==> src/rtl/mc_burst_addr_gen_pkg.sv <==
// Shared definitions for the burst address sequencer: state encodings and
// default address/length widths.
package mc_burst_addr_gen_pkg;

    localparam int MC_BAG_AW = 32;
    localparam int MC_BAG_LW = 4;

    typedef enum logic [1:0] {
        MC_BAG_IDLE   = 2'd0,
        MC_BAG_SETTLE = 2'd1,
        MC_BAG_READY  = 2'd2,
        MC_BAG_DONE   = 2'd3
    } mc_bag_state_e;

endpackage

==> src/rtl/mc_incn_r.sv <==
// Registered half-split incrementer: the low half and its carry are registered,
// so inc_out equals inc_in+1 one cycle after inc_in settles.
module mc_incn_r #(
    parameter int incN_width = 32
) (
    input  logic                  clk,
    input  logic                  rst,
    input  logic [incN_width-1:0] inc_in,
    output logic [incN_width-1:0] inc_out
);

    localparam int HW = incN_width / 2;

    logic [HW-1:0] lo_d, lo_q;
    logic          carry_d, carry_q;

    always_comb begin
        {carry_d, lo_d} = {1'b0, inc_in[HW-1:0]} + {{HW{1'b0}}, 1'b1};
    end

    always_ff @(posedge clk or posedge rst) begin
        if (rst) begin
            lo_q    <= '0;
            carry_q <= 1'b0;
        end else begin
            lo_q    <= lo_d;
            carry_q <= carry_d;
        end
    end

    // High half is completed combinationally from the held input and the registered carry.
    assign inc_out = {inc_in[incN_width-1:HW] + {{(incN_width-HW-1){1'b0}}, carry_q}, lo_q};

endmodule

==> src/rtl/mc_burst_addr_gen.sv <==
// Burst address sequencer: one address per beat through mc_incn_r.
// Wrapping bursts are built only when MC_BURST_WRAP_EN is defined.
module mc_burst_addr_gen
    import mc_burst_addr_gen_pkg::*;
#(
    parameter int AW = MC_BAG_AW,
    parameter int LW = MC_BAG_LW
) (
    input  logic          clk,
    input  logic          rst,
    input  logic          start,
    input  logic [AW-1:0] start_addr,
    input  logic [LW-1:0] burst_len,
    input  logic          wrap_mode,
    input  logic          beat_ack,
    output logic [AW-1:0] addr,
    output logic          addr_vld,
    output logic          last,
    output logic          busy,
    output logic          done
);

    mc_bag_state_e state_d, state_q;
    logic [AW-1:0] addr_d, addr_q;
    logic [LW-1:0] rem_d, rem_q;
    logic [AW-1:0] inc_out;
    logic [AW-1:0] next_addr;
    logic          addr_vld_d, addr_vld_q;
    logic          last_d, last_q;
    logic          busy_d, busy_q;
    logic          done_d, done_q;

    mc_incn_r #(.incN_width(AW)) u_inc (
        .clk    (clk),
        .rst    (rst),
        .inc_in (addr_q),
        .inc_out(inc_out)
    );

`ifdef MC_BURST_WRAP_EN
    // hold_q marks address bits frozen during a wrapping burst; zero means linear.
    logic [AW-1:0] hold_d, hold_q;
    logic          len_pow2;

    assign len_pow2  = (burst_len > LW'(1)) && ((burst_len & (burst_len - LW'(1))) == '0);
    assign next_addr = (addr_q & hold_q) | (inc_out & ~hold_q);

    always_comb begin
        hold_d = hold_q;
        if (state_q == MC_BAG_IDLE && start)
            hold_d = (wrap_mode && len_pow2) ? ~AW'(burst_len - LW'(1)) : '0;
    end

    always_ff @(posedge clk or posedge rst) begin
        if (rst) hold_q <= '0;
        else     hold_q <= hold_d;
    end
`else
    logic unused_wrap;
    assign unused_wrap = wrap_mode;
    assign next_addr   = inc_out;
`endif

    always_comb begin
        state_d = state_q;
        addr_d  = addr_q;
        rem_d   = rem_q;
        case (state_q)
            MC_BAG_IDLE: begin
                if (start) begin
                    addr_d  = start_addr;
                    rem_d   = (burst_len == '0) ? LW'(1) : burst_len;
                    state_d = MC_BAG_SETTLE;
                end
            end
            MC_BAG_SETTLE: state_d = MC_BAG_READY;
            MC_BAG_READY: begin
                if (beat_ack) begin
                    if (rem_q == LW'(1)) begin
                        state_d = MC_BAG_DONE;
                    end else begin
                        addr_d  = next_addr;
                        rem_d   = rem_q - LW'(1);
                        state_d = MC_BAG_SETTLE;
                    end
                end
            end
            default: state_d = MC_BAG_IDLE;
        endcase
        addr_vld_d = (state_d == MC_BAG_READY);
        last_d     = (state_d == MC_BAG_READY) && (rem_d == LW'(1));
        busy_d     = (state_d != MC_BAG_IDLE);
        done_d     = (state_d == MC_BAG_DONE);
    end

    always_ff @(posedge clk or posedge rst) begin
        if (rst) begin
            state_q    <= MC_BAG_IDLE;
            addr_q     <= '0;
            rem_q      <= '0;
            addr_vld_q <= 1'b0;
            last_q     <= 1'b0;
            busy_q     <= 1'b0;
            done_q     <= 1'b0;
        end else begin
            state_q    <= state_d;
            addr_q     <= addr_d;
            rem_q      <= rem_d;
            addr_vld_q <= addr_vld_d;
            last_q     <= last_d;
            busy_q     <= busy_d;
            done_q     <= done_d;
        end
    end

    assign addr     = addr_q;
    assign addr_vld = addr_vld_q;
    assign last     = last_q;
    assign busy     = busy_q;
    assign done     = done_q;

endmodule

==> config.mk <==
export PLATFORM = sky130hd
export DESIGN_NAME = mc_burst_addr_gen
export DESIGN_NICKNAME = d
export VERILOG_FILES = /design/src/rtl/mc_burst_addr_gen_pkg.sv /design/src/rtl/mc_incn_r.sv /design/src/rtl/mc_burst_addr_gen.sv
export SDC_FILE = /design/constraint.sdc
export NUM_CORES = 1
export LEC_CHECK = 0
export BUFFER_PORTS_ARGS = -buffer_cell sky130_fd_sc_hd__buf_2
export CELL_PAD_IN_SITES_DETAIL_PLACEMENT = 1
export CELL_PAD_IN_SITES_GLOBAL_PLACEMENT = 1
export CORE_ASPECT_RATIO = 1.25
export CORE_MARGIN = 8
export CORE_UTILIZATION = 37
export CTS_BUF_LIST = sky130_fd_sc_hd__clkbuf_4 sky130_fd_sc_hd__clkbuf_8
export DETAILED_ROUTE_END_ITERATION = 10
export PLACE_DENSITY_LB_ADDON = 0.1
export SKIP_LAST_GASP = 1
export SLEW_MARGIN = 30
export SYNTH_ARGS = -nofsm -noshare
export SYNTH_HDL_FRONTEND = slang
export SYNTH_SLANG_ARGS = --single-unit
export TNS_END_PERCENT = 100
==> constraint.sdc <==
create_clock -name clk -period 2 [get_ports clk]
set_input_delay 0.3 -clock clk [delete_from_list [all_inputs] [get_ports clk]]
set_output_delay 0.3 -clock clk [all_outputs]
set_load 0.01 [all_outputs]
== Yosys cells after proc, flatten, opt, wreduce, memory -nomap -nowiden ==
Index checks and enable logic that the tools add are counted.

* Flip-flop bits (word level): 59
* Bits in latches: 0
* RAM bits: 0
* Memory bits (read-only): 0
* Input bits: 41
* Output and inout bits: 36
* Word-level logic and storage cells: 40
* Memories: 0

* Add/sub/neg operators: 3
* Multiply operators: 0
* Div/mod/pow operators: 0
* $lt $le $gt $ge: 0
* Eq/ne operators: 9
* Shift-type cells: 0
* Multiplexer cells: 13
* Bitwise logic cells: 0
* Reductions and logical operators: 6

{| class="wikitable"
|+ Operators by type and width
! operator !! count
|-
| 32-bit two-way mux || 3
|-
| 32-bit case mux with 2 select lines || 1
|-
| 16-bit by 1-bit adder with 17-bit output, second input constant || 1
|-
| 16-bit by 1-bit adder with 16-bit output || 1
|-
| 4-bit two-way mux || 4
|-
| 4-bit by 1-bit == test with 1-bit output, second input constant || 2
|-
| 4-bit case mux with 2 select lines || 1
|-
| 2-bit == test, second input constant || 3
|-
| 2-bit two-way mux || 3
|-
| 2-bit inequality test, second input constant || 3
|-
| 2-bit case mux with 3 select lines || 1
|-
| 4-bit logical NOT || 1
|-
| 4-bit AND reduction || 1
|-
| 2-bit nonzero test || 2
|-
| 4-bit by 1-bit subtractor with 4-bit output, second input constant || 1
|-
| 2-bit by 1-bit == test with 1-bit output, second input constant || 1
|-
| 2-bit logical NOT || 1
|-
| 1-bit logical AND || 1
|}

== Depth between registers and ports, before layout ==
* Depth after elaboration: 6
* Gate-level depth with buffers: 8
* Depth with buffers taken out: 6

== By module ==
Synthesis repeated with hierarchy kept, for this count alone.

* Cell total of the unflattened synthesis: 336
* Area, all modules: 3118.0 µm²

{| class="wikitable"
|+ By module, submodules not included
! module !! instances !! cells an instance !! area each (µm²) !! seq. area each (µm²)
|-
| mc_burst_addr_gen || 1 || 232 || 2020.7 || 1051.0
|-
| mc_incn_r || 1 || 104 || 1097.3 || 425.4
|}

== Worst setup path after synthesis ==
No wires, ideal clock.

* Path kind: reg2reg
* Start: register rem_q[1]
* End: register addr_q[29] (netlist: addr[29])
* Library setup time: 0.121 ns
* Arrival: 1.709 ns
* Data required time: 1.879 ns
* Path slack: 0.170 ns
* Cell stages (with the launch flop): 8
* Buffers on the path: 2
* Clock period less this slack: 1.830 ns
* Cell sequence: dfrtp_1 inv_1 ha_1 or3b_4 a31o_1 buf_6 buf_6 a22o_1

* Cells in the longest elaborated chain, start to end: 3

{| class="wikitable"
|+ Ends and longest elaborated chain
! what !! line !! text
|-
| start, declared || mc_burst_addr_gen.sv:25 || <nowiki>logic [LW-1:0] rem_d, rem_q;</nowiki>
|-
| start signal, assigned || mc_burst_addr_gen.sv:108 || <nowiki>rem_q <= rem_d;</nowiki>
|-
| 4-bit by 1-bit == test with 1-bit output || mc_burst_addr_gen.sv:79 || <nowiki>if (rem_q == LW'(1)) begin</nowiki>
|-
| 2-bit inequality test (no source line) || - ||
|-
| 4-bit AND reduction (no source line) || - ||
|-
| end signal, assigned || mc_burst_addr_gen.sv:107 || <nowiki>addr_q <= addr_d;</nowiki>
|-
| end, declared || mc_burst_addr_gen.sv:24 || <nowiki>logic [AW-1:0] addr_d, addr_q;</nowiki>
|}

No other way between the ends.
A chain may end at the register's enable or synchronous reset.

== Worst setup path after layout ==
* Start: register rem_q[1]
* End: register addr_q[3] (netlist: addr[3])

Same word-level chain as after synthesis.

==> flow_metrics.py <==
metrics = {
    "timing": {
        "hold_viol_final": 0,
        "maxSlewViolCount": 0,
        "period_share_pct": 95.50,
        "rsz0062_at_grt": "yes",
        "worstMarginPinSlew_ns": 0.4136,
        "fin_skew_ns": 0.01067,
        "setup_viol": 0,
        "fin_crit_ns": 1.910,
        "max_freq_ghz": 0.5235,
        "slew_headroom_pct": 72.32,
        "setup_ws_ns": 0.08995,
    },
    "logic_synthesis": {
        "ys.flop_type": "dfrtp_1",
        "seq_area_frac_synth_pct": 48.58,
        "syn_nets": 375,
        "yosysMostFrequentCell": "nand2_1",
        "synth.top_cell.area_share_pct": 48.58,
        "ys_ff_latch": 59,
        "netlist_instances": 329,
        "synth.area.top_cells": "dfrtp_1 (49%), nand2_1 (7.5%), a31oi_1 (4.1%)",
        "synth_edf_count": 0,
        "avgSynthCellArea_sq_um": 9.238,
        "synth_area_leader_cell": "dfrtp_1",
        "async_flop_share_pct": 100.0,
        "yosysUniqueCellTypes": 51,
        "synth_common_cells": "nand2_1 (61), dfrtp_1 (59), nor2_1 (28), a31oi_1 (20), nand3_1 (19)",
        "synth_area_sq_um": 3039,
        "yosysWarnings": 0,
    },
    "floorplan": {
        "core_area_sq_um": 8102,
        "pin_count": 77,
        "start_util_pct": 37.51,
        "die_x_um": 97.06,
        "die-area_sq_um": 11390,
        "fp.dieH_um": 117.3,
        "rows": 37,
    },
    "setup_path": {
        "critical_path.startpoint_type": "flop",
        "cp-end-kind": "flop",
        "path_class": "flop to flop",
        "required_ns": 2.20,
        "arrival_ns": 2.11,
        "cp_max_fo": 26,
    },
    "clock_network": {
        "clk_pin_slew_worst_paths_ns": 0.07,
        "clk_latency_ns": 0.34,
        "clockBufferDepth": 2,
        "htreeDepth": 3,
        "cts_root_buf": "clkbuf_8",
        "cts_made_buffers": 9,
        "hold_buffers": 0,
        "cts_tree": "done",
        "clock_sinks": 59,
    },
    "detailed_routing": {
        "dr.pass1.iters": 4,
        "drcViolationCount": 0,
        "antenna_left": 0,
        "wl_per_cell_um": 17.11,
        "vias": 2756,
        "drt_iter0_markers": 75,
        "routed_via_density": 5.415,
        "routed_wl_um": 8709,
    },
    "finish": {
        "num-fill-cells": 993,
        "area_delta_synth_final_pct": 21.78,
        "final_nets": 455,
        "finish.utilization_pct": 45.68,
        "ff_latch_area_sq_um": 1476,
        "drive_gt1_share_pct": 27.18,
        "postLayoutCellArea_sq_um": 3701,
        "multi_input_area_sq_um": 1395,
        "diodes": 0,
    },
    "power": {
        "p_per_area_nw_per_um2": 1633,
        "irDropWorstVdd_mv": 0.5959,
        "p_total_mw": 6.044,
        "leakage_nw": 1.666,
    },
    "run_status": {
        "status": "complete, no violations",
    },
    "job": {
        "maxCapViolations": 0,
    },
    "grt": {
        "grt_pass1_vias": 2968,
        "grt_pass1_wl_um": 15040,
        "overflow": 0,
        "antenna_found_initial": 0,
        "grt_start_max_net_pins": 60,
        "grt_usage_pct": 15.93,
    },
    "placement": {
        "post_dp_cell_area_sq_um": 3528,
        "port_buffers": 75,
        "place.gp.congestion": 0.7838,
        "place_ws_ns": 0.05550,
        "hpwl_um": 6327,
    },
    "min_path": {
        "hold_path.class": "input pin to async pin",
    },
}
==> where the power goes <==
part | switching, mW | internal, mW | total (mW)
sequential | 0.639 | 1.78 | 2.42
combinational | 1.53 | 1.14 | 2.67
clock | 0.463 | 0.497 | 0.960
==> per-stage QoR <==
| stage | cells | hold WS [ns] | setup TNS (ns) |
|---|---|---|---|
| 6_report | 509 | 0.006227 | 0 |
| 3_3_place_gp | 495 | 0.3880 | 0 |
| 3_5_place_dp | 495 | 0.3938 | 0 |
| 2_1_floorplan | 329 | 0.4400 | 0 |
| 4_1_cts | 509 | 0.02030 | 0 |
| 5_1_grt | 509 | 0.02343 | -0.04373 |
==> final cells by class <==
type / instances / area share [%]
clock inverter: 3 / 0.4057
timing repair buffer: 91 / 13.83
sequential: 59 / 39.89
inverter: 8 / 0.8114
clock buffer: 11 / 4.091
tap: 97 / 3.279
multi-input combinational: 240 / 37.69
==> state kept, by name, summed over array words and instances, names as in the netlist <==
name / flops
last: 1
u_inc.carry_q: 1
addr: 32
addr_vld: 1
busy: 1
rem_q: 4
done: 1
u_inc.lo_q: 16
state_q: 2
==> placed cells by master (no fill, tap or decap), types with 6 or more instances in the layout <==
master / instances
nand2_1: 61
o22ai_1: 6
dfrtp_1: 59
buf_4: 14
clkbuf_8: 11
nor2_1: 28
a21oi_1: 17
a31oi_1: 20
o21ai_0: 11
inv_1: 7
buf_2: 75
xnor2_1: 10
nand3_1: 19
nand4_1: 8
==> path summary, 6_finish.rpt <==
path,startpoint,end,slack [ns],cells after the start
min in group clk,start_addr[17],addr[17],0.21,3
max,rem_q[1],addr[3],0.09,7
min reg2reg,u_inc.lo_q[2],addr[2],0.51,2
min,rst,u_inc.lo_q[6],0.006,3
max in group asynchronous,rst,u_inc.lo_q[15],1.71,3
max reg2reg,rem_q[1],addr[3],0.09,7
==> per-layer routing <==
layer	vias up	global-route usage [%]	wire length, um
met3	13	4.110	343
met1	1357	18.48	3793
met2	52	26.84	4418
met4	0	7.040	155
li1	1334	-	-
met5	-	0	0
==> cell families after synthesis <==
family                     synth area share, %
AOI/OAI and AO/OA                        16.18
adders and majority gates                2.058
and+or+nand+nor                          23.22
muxes                                   0.3294
xor gates and xnor gates                 4.034
buffers and inverters                    5.599
DFF                                      48.58
==> repair_timing <==
item                       4_1_cts  5_1_grt
hold endpoints to repair         0        0
setup buffers                    0        0
gates resized for setup          0        3
setup endpoints to repair        0       15
==> critical path, cell delays in order, from the launching register on <==
cell	delay [ns]
dfrtp_1	0.38
inv_1	0.08
ha_1	0.18
or3b_4	0.43
a31o_2	0.30
buf_4	0.23
nor2_1	0.12
a31oi_1	0.05
Power figures use the tool's default switching activity.
